<file path="config.mk">
export PLATFORM = sky130hd
export DESIGN_NAME = fft_frame_sched_flat
export DESIGN_NICKNAME = d
export VERILOG_FILES = /design/src/rtl/fft_frame_sched_if.sv /design/src/rtl/fft_frame_sched.sv /design/src/flat_wrapper.sv
export SDC_FILE = /design/constraint.sdc
export NUM_CORES = 1
export LEC_CHECK = 0
export BUFFER_PORTS_ARGS = -buffer_cell sky130_fd_sc_hd__buf_4
export CORE_ASPECT_RATIO = 2
export CORE_MARGIN = 3
export CORE_UTILIZATION = 30
export DETAILED_ROUTE_END_ITERATION = 16
export GPL_TIMING_DRIVEN = 0
export SYNTH_ARGS = -nofsm -noshare
export SYNTH_HDL_FRONTEND = slang
export SYNTH_SLANG_ARGS = --single-unit
</file>
<file path="constraint.sdc">
create_clock -name i_clk -period 4.7 [get_ports i_clk]
set_input_delay 0.94 -clock i_clk [delete_from_list [all_inputs] [get_ports i_clk]]
set_output_delay 0.94 -clock i_clk [all_outputs]
set_load 0.02 [all_outputs]
</file>
<file path="src/rtl/fft_frame_sched_if.sv">
// fft_frame_sched_if
//   Bundles every non-clock/reset signal of fft_frame_sched: the clock
//   enable, the two AXI4-Stream frame sources, the stream and cfg channels
//   towards the FFT core, the core's output-frame markers and the
//   status/alarm outputs.
//   Signal names keep their i_/o_ prefixes as seen from the scheduler.
//   Modports:
//     slave  - the scheduler itself (i_* are inputs, o_* are outputs)
//     master - the environment around it (sources, core, error lock)
interface fft_frame_sched_if #(
  parameter int DATA_WIDTH = 32
);
  logic                  i_aclken;
  logic                  i_ch0_tvalid;
  logic [DATA_WIDTH-1:0] i_ch0_tdata;
  logic                  i_ch0_tlast;
  logic                  i_ch0_inv;
  logic                  i_ch1_tvalid;
  logic [DATA_WIDTH-1:0] i_ch1_tdata;
  logic                  i_ch1_tlast;
  logic                  i_ch1_inv;
  logic                  o_ch0_tready;
  logic                  o_ch1_tready;
  logic                  o_fft_tvalid;
  logic [DATA_WIDTH-1:0] o_fft_tdata;
  logic                  o_fft_tlast;
  logic                  i_fft_tready;
  logic                  o_cfg_tvalid;
  logic                  o_cfg_tdata;
  logic                  i_xk_tvalid;
  logic                  i_xk_tlast;
  logic                  o_xk_chan;
  logic                  o_xk_tag_valid;
  logic                  o_len_err;
  logic                  o_ovf;
  logic                  o_busy;

  modport slave (
    input  i_aclken,
    input  i_ch0_tvalid, i_ch0_tdata, i_ch0_tlast, i_ch0_inv,
    input  i_ch1_tvalid, i_ch1_tdata, i_ch1_tlast, i_ch1_inv,
    output o_ch0_tready, o_ch1_tready,
    output o_fft_tvalid, o_fft_tdata, o_fft_tlast,
    input  i_fft_tready,
    output o_cfg_tvalid, o_cfg_tdata,
    input  i_xk_tvalid, i_xk_tlast,
    output o_xk_chan, o_xk_tag_valid, o_len_err, o_ovf, o_busy
  );

  modport master (
    output i_aclken,
    output i_ch0_tvalid, i_ch0_tdata, i_ch0_tlast, i_ch0_inv,
    output i_ch1_tvalid, i_ch1_tdata, i_ch1_tlast, i_ch1_inv,
    input  o_ch0_tready, o_ch1_tready,
    input  o_fft_tvalid, o_fft_tdata, o_fft_tlast,
    output i_fft_tready,
    input  o_cfg_tvalid, o_cfg_tdata,
    output i_xk_tvalid, i_xk_tlast,
    input  o_xk_chan, o_xk_tag_valid, o_len_err, o_ovf, o_busy
  );
endinterface

</file>
<file path="src/rtl/fft_frame_sched.sv">
// fft_frame_sched
//   Shares one FFT core between two AXI4-Stream frame sources. Each frame
//   is granted round-robin to one source, preceded by a one-beat cfg
//   (1 = forward, 0 = inverse), passed through for exactly 2^LOG2_FFT_LEN
//   beats with tlast regenerated, and its source channel is queued in a tag
//   FIFO so the core's output frames can be labelled.
//   Ports:
//     i_clk  - clock
//     srstn  - asynchronous active-low reset
//     bus    - fft_frame_sched_if.slave: clock enable, ch0/ch1 sources,
//              core stream + cfg, core output frame markers, status
//              (o_xk_chan, o_xk_tag_valid, o_len_err, o_ovf, o_busy)
module fft_frame_sched #(
  parameter int DATA_WIDTH   = 32,
  parameter int LOG2_FFT_LEN = 3,
  parameter int TAG_DEPTH    = 4
) (
  input  logic                i_clk,
  input  logic                srstn,
  fft_frame_sched_if.slave    bus
);

  localparam int PW = $clog2(TAG_DEPTH);

  typedef enum logic [1:0] {
    ST_IDLE = 2'd0,
    ST_CFG  = 2'd1,
    ST_XFER = 2'd2
  } state_t;

  state_t                  state;
  logic                    grant;
  logic                    inv_latched;
  logic                    last_grant;
  logic [LOG2_FFT_LEN-1:0] cnt;

  logic                    tag_mem [TAG_DEPTH];
  logic [PW-1:0]           wr_ptr;
  logic [PW-1:0]           rd_ptr;
  logic [PW:0]             tag_cnt;
  logic                    ovf;

  logic                    g_tvalid;
  logic [DATA_WIDTH-1:0]   g_tdata;
  logic                    g_tlast;
  logic                    in_xfer;
  logic                    fft_tvalid;
  logic                    hs;
  logic                    last_beat;
  logic                    fifo_full;
  logic                    fifo_empty;
  logic                    push;
  logic                    pop;
  logic                    next_grant;
  logic                    any_req;

  // Mux of the currently granted source.
  assign g_tvalid = grant ? bus.i_ch1_tvalid : bus.i_ch0_tvalid;
  assign g_tdata  = grant ? bus.i_ch1_tdata  : bus.i_ch0_tdata;
  assign g_tlast  = grant ? bus.i_ch1_tlast  : bus.i_ch0_tlast;

  assign in_xfer    = (state == ST_XFER);
  assign fft_tvalid = in_xfer & g_tvalid & bus.i_aclken;
  assign hs         = fft_tvalid & bus.i_fft_tready;
  assign last_beat  = (cnt == '1);

  assign fifo_empty = (tag_cnt == '0);
  assign fifo_full  = (tag_cnt == (PW+1)'(TAG_DEPTH));
  assign push       = hs & last_beat;
  assign pop        = bus.i_aclken & bus.i_xk_tvalid & bus.i_xk_tlast & ~fifo_empty;

  // On a tie the channel that did not win last time is granted.
  assign any_req    = bus.i_ch0_tvalid | bus.i_ch1_tvalid;
  assign next_grant = (bus.i_ch0_tvalid & bus.i_ch1_tvalid) ? ~last_grant : bus.i_ch1_tvalid;

  assign bus.o_fft_tvalid   = fft_tvalid;
  assign bus.o_fft_tdata    = in_xfer ? g_tdata : '0;
  assign bus.o_fft_tlast    = in_xfer & last_beat;
  assign bus.o_ch0_tready   = in_xfer & ~grant & bus.i_fft_tready & bus.i_aclken;
  assign bus.o_ch1_tready   = in_xfer &  grant & bus.i_fft_tready & bus.i_aclken;
  assign bus.o_cfg_tvalid   = (state == ST_CFG) & bus.i_aclken;
  assign bus.o_cfg_tdata    = (state == ST_CFG) & ~inv_latched;
  // The frame length is fixed by the counter; tlast from the source is only
  // checked against it, never used to end the frame.
  assign bus.o_len_err      = hs & (g_tlast != last_beat);
  assign bus.o_xk_tag_valid = ~fifo_empty;
  assign bus.o_xk_chan      = ~fifo_empty & tag_mem[rd_ptr];
  assign bus.o_ovf          = ovf;
  assign bus.o_busy         = (state != ST_IDLE);

  // Frame FSM: grant, cfg beat, then N data beats.
  always_ff @(posedge i_clk or negedge srstn) begin
    if (!srstn) begin
      state       <= ST_IDLE;
      grant       <= 1'b0;
      inv_latched <= 1'b0;
      last_grant  <= 1'b1;
      cnt         <= '0;
    end else if (bus.i_aclken) begin
      case (state)
        ST_IDLE: begin
          if (!fifo_full && any_req) begin
            grant       <= next_grant;
            inv_latched <= next_grant ? bus.i_ch1_inv : bus.i_ch0_inv;
            state       <= ST_CFG;
          end
        end
        ST_CFG: begin
          state <= ST_XFER;
        end
        ST_XFER: begin
          if (hs) begin
            if (last_beat) begin
              cnt        <= '0;
              last_grant <= grant;
              state      <= ST_IDLE;
            end else begin
              cnt <= cnt + 1'b1;
            end
          end
        end
        default: begin
          state <= ST_IDLE;
        end
      endcase
    end
  end

  // Tag FIFO of frame source channels; a push and pop in the same cycle
  // leave the occupancy unchanged. Pointers wrap since TAG_DEPTH is 2^PW.
  always_ff @(posedge i_clk or negedge srstn) begin
    if (!srstn) begin
      wr_ptr  <= '0;
      rd_ptr  <= '0;
      tag_cnt <= '0;
      ovf     <= 1'b0;
      for (int i = 0; i < TAG_DEPTH; i++) begin
        tag_mem[i] <= 1'b0;
      end
    end else begin
      if (push) begin
        tag_mem[wr_ptr] <= grant;
        wr_ptr          <= wr_ptr + 1'b1;
      end
      if (pop) begin
        rd_ptr <= rd_ptr + 1'b1;
      end
      case ({push, pop})
        2'b10:   tag_cnt <= tag_cnt + 1'b1;
        2'b01:   tag_cnt <= tag_cnt - 1'b1;
        default: tag_cnt <= tag_cnt;
      endcase
      // Core output with nothing outstanding: sticky until reset.
      if (bus.i_aclken && bus.i_xk_tvalid && fifo_empty) begin
        ovf <= 1'b1;
      end
    end
  end

endmodule

</file>
<file path="src/flat_wrapper.sv">
// flat-port wrapper written by rule: the top's interface ports become plain ports
module fft_frame_sched_flat 
#(
  parameter int DATA_WIDTH   = 32,
  parameter int LOG2_FFT_LEN = 3,
  parameter int TAG_DEPTH    = 4
)
  (i_clk, srstn, bus_i_aclken, bus_i_ch0_tvalid, bus_i_ch0_tdata, bus_i_ch0_tlast, bus_i_ch0_inv, bus_i_ch1_tvalid, bus_i_ch1_tdata, bus_i_ch1_tlast, bus_i_ch1_inv, bus_o_ch0_tready, bus_o_ch1_tready, bus_o_fft_tvalid, bus_o_fft_tdata, bus_o_fft_tlast, bus_i_fft_tready, bus_o_cfg_tvalid, bus_o_cfg_tdata, bus_i_xk_tvalid, bus_i_xk_tlast, bus_o_xk_chan, bus_o_xk_tag_valid, bus_o_len_err, bus_o_ovf, bus_o_busy);
  fft_frame_sched_if #(.DATA_WIDTH(DATA_WIDTH)) bus_i ();
  input  logic i_clk;
  input  logic srstn;
  input wire logic [$bits(bus_i.i_aclken)-1:0] bus_i_aclken;
  input wire logic [$bits(bus_i.i_ch0_tvalid)-1:0] bus_i_ch0_tvalid;
  input wire logic [$bits(bus_i.i_ch0_tdata)-1:0] bus_i_ch0_tdata;
  input wire logic [$bits(bus_i.i_ch0_tlast)-1:0] bus_i_ch0_tlast;
  input wire logic [$bits(bus_i.i_ch0_inv)-1:0] bus_i_ch0_inv;
  input wire logic [$bits(bus_i.i_ch1_tvalid)-1:0] bus_i_ch1_tvalid;
  input wire logic [$bits(bus_i.i_ch1_tdata)-1:0] bus_i_ch1_tdata;
  input wire logic [$bits(bus_i.i_ch1_tlast)-1:0] bus_i_ch1_tlast;
  input wire logic [$bits(bus_i.i_ch1_inv)-1:0] bus_i_ch1_inv;
  output wire logic [$bits(bus_i.o_ch0_tready)-1:0] bus_o_ch0_tready;
  output wire logic [$bits(bus_i.o_ch1_tready)-1:0] bus_o_ch1_tready;
  output wire logic [$bits(bus_i.o_fft_tvalid)-1:0] bus_o_fft_tvalid;
  output wire logic [$bits(bus_i.o_fft_tdata)-1:0] bus_o_fft_tdata;
  output wire logic [$bits(bus_i.o_fft_tlast)-1:0] bus_o_fft_tlast;
  input wire logic [$bits(bus_i.i_fft_tready)-1:0] bus_i_fft_tready;
  output wire logic [$bits(bus_i.o_cfg_tvalid)-1:0] bus_o_cfg_tvalid;
  output wire logic [$bits(bus_i.o_cfg_tdata)-1:0] bus_o_cfg_tdata;
  input wire logic [$bits(bus_i.i_xk_tvalid)-1:0] bus_i_xk_tvalid;
  input wire logic [$bits(bus_i.i_xk_tlast)-1:0] bus_i_xk_tlast;
  output wire logic [$bits(bus_i.o_xk_chan)-1:0] bus_o_xk_chan;
  output wire logic [$bits(bus_i.o_xk_tag_valid)-1:0] bus_o_xk_tag_valid;
  output wire logic [$bits(bus_i.o_len_err)-1:0] bus_o_len_err;
  output wire logic [$bits(bus_i.o_ovf)-1:0] bus_o_ovf;
  output wire logic [$bits(bus_i.o_busy)-1:0] bus_o_busy;
  assign bus_i.i_aclken = bus_i_aclken;
  assign bus_i.i_ch0_tvalid = bus_i_ch0_tvalid;
  assign bus_i.i_ch0_tdata = bus_i_ch0_tdata;
  assign bus_i.i_ch0_tlast = bus_i_ch0_tlast;
  assign bus_i.i_ch0_inv = bus_i_ch0_inv;
  assign bus_i.i_ch1_tvalid = bus_i_ch1_tvalid;
  assign bus_i.i_ch1_tdata = bus_i_ch1_tdata;
  assign bus_i.i_ch1_tlast = bus_i_ch1_tlast;
  assign bus_i.i_ch1_inv = bus_i_ch1_inv;
  assign bus_o_ch0_tready = bus_i.o_ch0_tready;
  assign bus_o_ch1_tready = bus_i.o_ch1_tready;
  assign bus_o_fft_tvalid = bus_i.o_fft_tvalid;
  assign bus_o_fft_tdata = bus_i.o_fft_tdata;
  assign bus_o_fft_tlast = bus_i.o_fft_tlast;
  assign bus_i.i_fft_tready = bus_i_fft_tready;
  assign bus_o_cfg_tvalid = bus_i.o_cfg_tvalid;
  assign bus_o_cfg_tdata = bus_i.o_cfg_tdata;
  assign bus_i.i_xk_tvalid = bus_i_xk_tvalid;
  assign bus_i.i_xk_tlast = bus_i_xk_tlast;
  assign bus_o_xk_chan = bus_i.o_xk_chan;
  assign bus_o_xk_tag_valid = bus_i.o_xk_tag_valid;
  assign bus_o_len_err = bus_i.o_len_err;
  assign bus_o_ovf = bus_i.o_ovf;
  assign bus_o_busy = bus_i.o_busy;
  fft_frame_sched #(.DATA_WIDTH(DATA_WIDTH), .LOG2_FFT_LEN(LOG2_FFT_LEN), .TAG_DEPTH(TAG_DEPTH)) u_core (.i_clk(i_clk), .srstn(srstn), .bus(bus_i));
endmodule
</file>
# Word level (Yosys, flattened, before mapping)
# Index checks and enable logic that the tools add are counted.
[totals]
register_bits = 20
in_bits = 76
out_inout_bits = 43
[op_classes]
addsub = 5
n_lt_le_gt_ge = 3
eq_ne = 10
mux = 18
n_bitwise = 26
reduce_logical = 13
[ops]
columns = ["op", "count"]
rows = [
  ["$mux 32", 2],
  ["$and 1x1->1", 19],
  ["$reduce_and 4->1", 2],
  ["$mux 1", 7],
  ["$add 3x1->3 const B", 2],
  ["$eq 3x3->1 const B", 2],
  ["$ge 3x3->1 const B", 2],
  ["$mux 2", 3],
  ["$not 2->3", 2],
  ["$pmux 2 s3", 1],
  ["$pmux 3 s2", 1],
  ["$reduce_and 3->1", 2],
  ["$add 2x1->2 const B", 2],
  ["$bwmux 4", 1],
  ["$eq 2x1->1 const B", 2],
  ["$eq 2x2->1 const B", 2],
  ["$logic_and 1x1->1", 4],
  ["$ne 2x2->1 const B", 2],
  ["$not 1->1", 4],
  ["$reduce_bool 2->1", 2],
  ["$logic_not 3->1", 1],
  ["$lt 3x1->1 const B", 1],
  ["$mux 3", 1],
  ["$sub 3x1->3 const B", 1],
  ["other kinds (7)", 7],
]

# Depth between registers and ports, before layout
[logic_depth]
depth_word = 7
depth_mapped = 11
depth_no_buf = 10

# Worst setup path before layout
# OpenSTA, ideal clock, no wires.
[synth_path]
path_type = "input to output"
start = "in bus_i_fft_tready"
end = "out bus_o_len_err"
arrival_ns = 1.680
slack_ns = 2.080
path_stages = 2
n_path_buf = 0
path_cell_list = "nand4b_2 -> nor3_1"
[synth_via]
elab_chain_cells = 2
[synth_rtl]
columns = ["element", "line", "source"]
rows = [
  ["start, declared", "flat_wrapper.sv:26", "input wire logic [$bits(bus_i.i_fft_tready)-1:0] bus_i_fft_tready;"],
  ["$and 1x1->1", "fft_frame_sched.sv:64", "assign hs = fft_tvalid & bus.i_fft_tready;"],
  ["$and 1x1->1", "fft_frame_sched.sv:85", "assign bus.o_len_err = hs & (g_tlast != last_beat);"],
  ["end, declared", "flat_wrapper.sv:33", "output wire logic [$bits(bus_i.o_len_err)-1:0] bus_o_len_err;"],
]
# No other way between the ends.

# Final worst setup path
[layout_path]
start = "reg u_core.state[0]"
end = "out bus_o_fft_tdata[7]"
[layout_via]
elab_chain_cells = 2
[layout_rtl]
columns = ["element", "line", "source"]
rows = [
  ["start, declared", "fft_frame_sched.sv:31", "state_t state;"],
  ["start signal, assigned", "fft_frame_sched.sv:94", "state <= ST_IDLE;"],
  ["start signal, assigned", "fft_frame_sched.sv:105", "state <= ST_CFG;"],
  ["start signal, assigned", "fft_frame_sched.sv:109", "state <= ST_XFER;"],
  ["$eq 2x2->1", "fft_frame_sched.sv:62", "assign in_xfer = (state == ST_XFER);"],
  ["$mux 32", "fft_frame_sched.sv:77", "assign bus.o_fft_tdata = in_xfer ? g_tdata : '0;"],
  ["end, declared", "flat_wrapper.sv:24", "output wire logic [$bits(bus_i.o_fft_tdata)-1:0] bus_o_fft_tdata;"],
]
# No other way between the ends.

==> results.cfg <==
[synthesis]
synth_area_sq_mm = 0.00148
netlist.top_cell.by_area = dfrtp_1
synthCells = 140
synthDominantCellAreaShare = 0.321
synth.net_count = 224
syn_avg_cell_area_sq_um = 10.6
ys_seq_elements = 20
synth_area_leaders = dfrtp_1 32%, a22o_1 19%, mux2_2 9.1%
ys_warn_count = 0
seq_area_frac_synth = 0.339
synthDistinctLibCells = 35

[die]
design.core.area_sq_mm = 0.00469
effective_utilization_at_floorplan = 0.316
die_w_um = 55.7
die_area_sq_mm = 0.00586
placementRows = 35
die_height_um = 105
boundaryPins = 119

[final_layout]
final_nets = 347
diodes = 0
area_growth_from_synthesis_to_final_layout_pct = 69.3
layout.core_utilization = 0.535
layout-drive-gt1-share = 0.565
fillerInstances = 447

[global_route]
antenna_violations_before_repair = 0
via_count_of_the_first_global_routing_pass = 1583
grt_first_pass_wirelength_um = 7830
grt.total_usage = 0.162
globalRouteOverflowTotal = 0
largest_net_degree_at_the_start_of_global_routing = 21

[placed_design]
finalWeightedCongestion = 0.822
placement.io_buffers = 118
dpl_worst_slack_ns = 1.97
dp.final_hpwl_um = 4160

[detailed_routing]
avgRoutedWirePerCell_um = 15.3
routed-via-count = 1547
avgViaCountPerCell = 4.88
remaining_drc_errors = 0
firstDrtPassIters = 3
routed_wl_um = 4870
drtAntennaViolNets = 0
violation_count_after_the_first_detailed_route_iteration = 38

[run_status]
status = complete, no violations

[clock_network]
cts_made_buffers = 3
number_of_clock_sinks = 20
insertion_delay_ns = 0.25
clock_tree_from_tritoncts = yes
worst_setup_hold_path_clk_slew_ns = 0.08
htreeDepth = 1
cts_hold_buffers = 0
postCtsSetupBuffers = 0
clock_path_buffers = 2
clk_root_buffer_cell = clkbuf_8
post_cts_resize_count = 0

[timing]
clock.fmax_ghz = 0.349
final.period_utilization = 0.611
final.setup.tns_ns = 0
timing.final.max_slew_violations = 0
grt_setup_unrepaired = no
setup_viol_count_final = 0
postLayoutSetupSlackWorst_ns = 1.83
worst_pin_slew_ns = 0.521
fin_skew_ns = 0.00338
hold_viol = 0
minimum_clock_period_ns = 2.87
max_slew_margin = 0.650
hold-worst-slack_ns = 0.469

[worst_setup_path]
critPathMaxFanout = 10
critPathCaptureType = primary output
cp-start-kind = flip-flop
arrival_ns = 1.93
worst_ep_required_time_ns = 3.76
path_type_of_the_worst_setup_path = reg2out

[hold_path]
worstHoldPathType = reg2reg

[power]
static-leakage-power_uw = 0.00131
vdd_ir_drop_max_mv = 0.412
powerDensity_mw_per_mm2 = 571

[run]
timing.max_cap.violations = 0
final cells by class:
cell class / instances / area (sq um) / area share
Multi-Input combinational cell: 101 / 898 / 0.358
Timing Repair Buffer: 118 / 886 / 0.353
Sequential cell: 20 / 502 / 0.200
Tap cell: 55 / 68.8 / 0.0275
Buffer: 9 / 42.5 / 0.0170
Clock buffer: 3 / 41.3 / 0.0165
Inverter: 10 / 37.5 / 0.0150
Clock inverter: 1 / 30.0 / 0.0120
path summary, 6_finish.rpt:
path,startpoint,endpoint,slack [ns],depth (start not counted)
worst max register to register,u_core.cnt[0],u_core.tag_cnt[2],2.34,11
worst min-delay path,u_core.bus.o_ovf,u_core.bus.o_ovf,0.47,1
min in group asynchronous,srstn,u_core.cnt[1],0.55,1
worst min register to register,u_core.bus.o_ovf,u_core.bus.o_ovf,0.47,1
max in group asynchronous,srstn,u_core.last_grant,3.88,1
worst max-delay path,u_core.state[0],bus_o_fft_tdata[7],1.83,5
cell usage after synthesis, drive strengths merged:
library cell,n
xor2,5
dfrtp,19
mux2i,2
nor3b,3
ha,7
a21boi,1
mux2,12
mux4,1
and2,3
nand4b,1
nor2b,1
a31o,1
fa,1
or2,1
buf,6
a21o,1
xnor2,2
a22o,32
o221ai,1
and3,2
nor2,7
nand3,2
dfstp,1
clkbuf,3
nor3,7
nand2b,1
nand2,5
inv,10
o21ai,1
a2111oi,1
where the power goes:
| group | internal (uW) | total [uW] | switching [uW] |
|---|---|---|---|
| clock | 114 | 170 | 56.5 |
| combinational | 454 | 969 | 514 |
| sequential | 238 | 291 | 52.7 |
flip-flops by register name, indices dropped and copies added (netlist names):
signal,flops
u_core.tag_mem,4
u_core.cnt,3
u_core.tag_cnt,3
u_core.rd_ptr,2
u_core.state,2
u_core.wr_ptr,2
u_core.bus.o_ovf,1
u_core.grant,1
u_core.inv_latched,1
u_core.last_grant,1
layout by cell type (no fill, tap or decap), drive strengths merged, types with 2 or more instances in the layout:
cell and count:
a22o 32, and2 3, and3 2, buf 124, clkbuf 6, dfrtp 19, ha 7, inv 10
mux2 12, mux2i 2, nand2 5, nand3 2, nor2 7, nor3 7, nor3b 3, xnor2 2
xor2 5
per-layer routing:
layer | global-route usage | vias to the layer above | part of all wire
li1 | - | 760 | -
met1 | 0.168 | 699 | 0.35
met2 | 0.330 | 86 | 0.56
met3 | 0.0270 | 2 | 0.087
met4 | 0.0261 | 0 | 0.0051
met5 | 0 | - | 0
cells by family after synthesis:
group	Yosys count	synth area share
AO/OA/AOI/OAI	38	0.233
AND/OR/NAND/NOR	33	0.131
flip-flops	20	0.339
buffers and inverters	19	0.0541
multiplexers	15	0.128
adder cells (fa/ha/maj)	8	0.0727
XOR/XNOR	7	0.0414
stage by stage:
step,power [uW],cell area (sq um),cells
detailed placement,1280,2430,313
global placement,1270,2430,313
finish,1430,2510,317
CTS,1450,2510,317
global route,1530,2510,317
floorplan,892,1480,140
critical path, stage by stage (launching register included):
cell      delay (ns)
dfrtp_1         0.45
nand2b_1        0.22
nor2_2          0.23
clkbuf_1        0.39
a22o_1          0.24
buf_4           0.14
No activity file was read; power rests on OpenSTA's default activity.
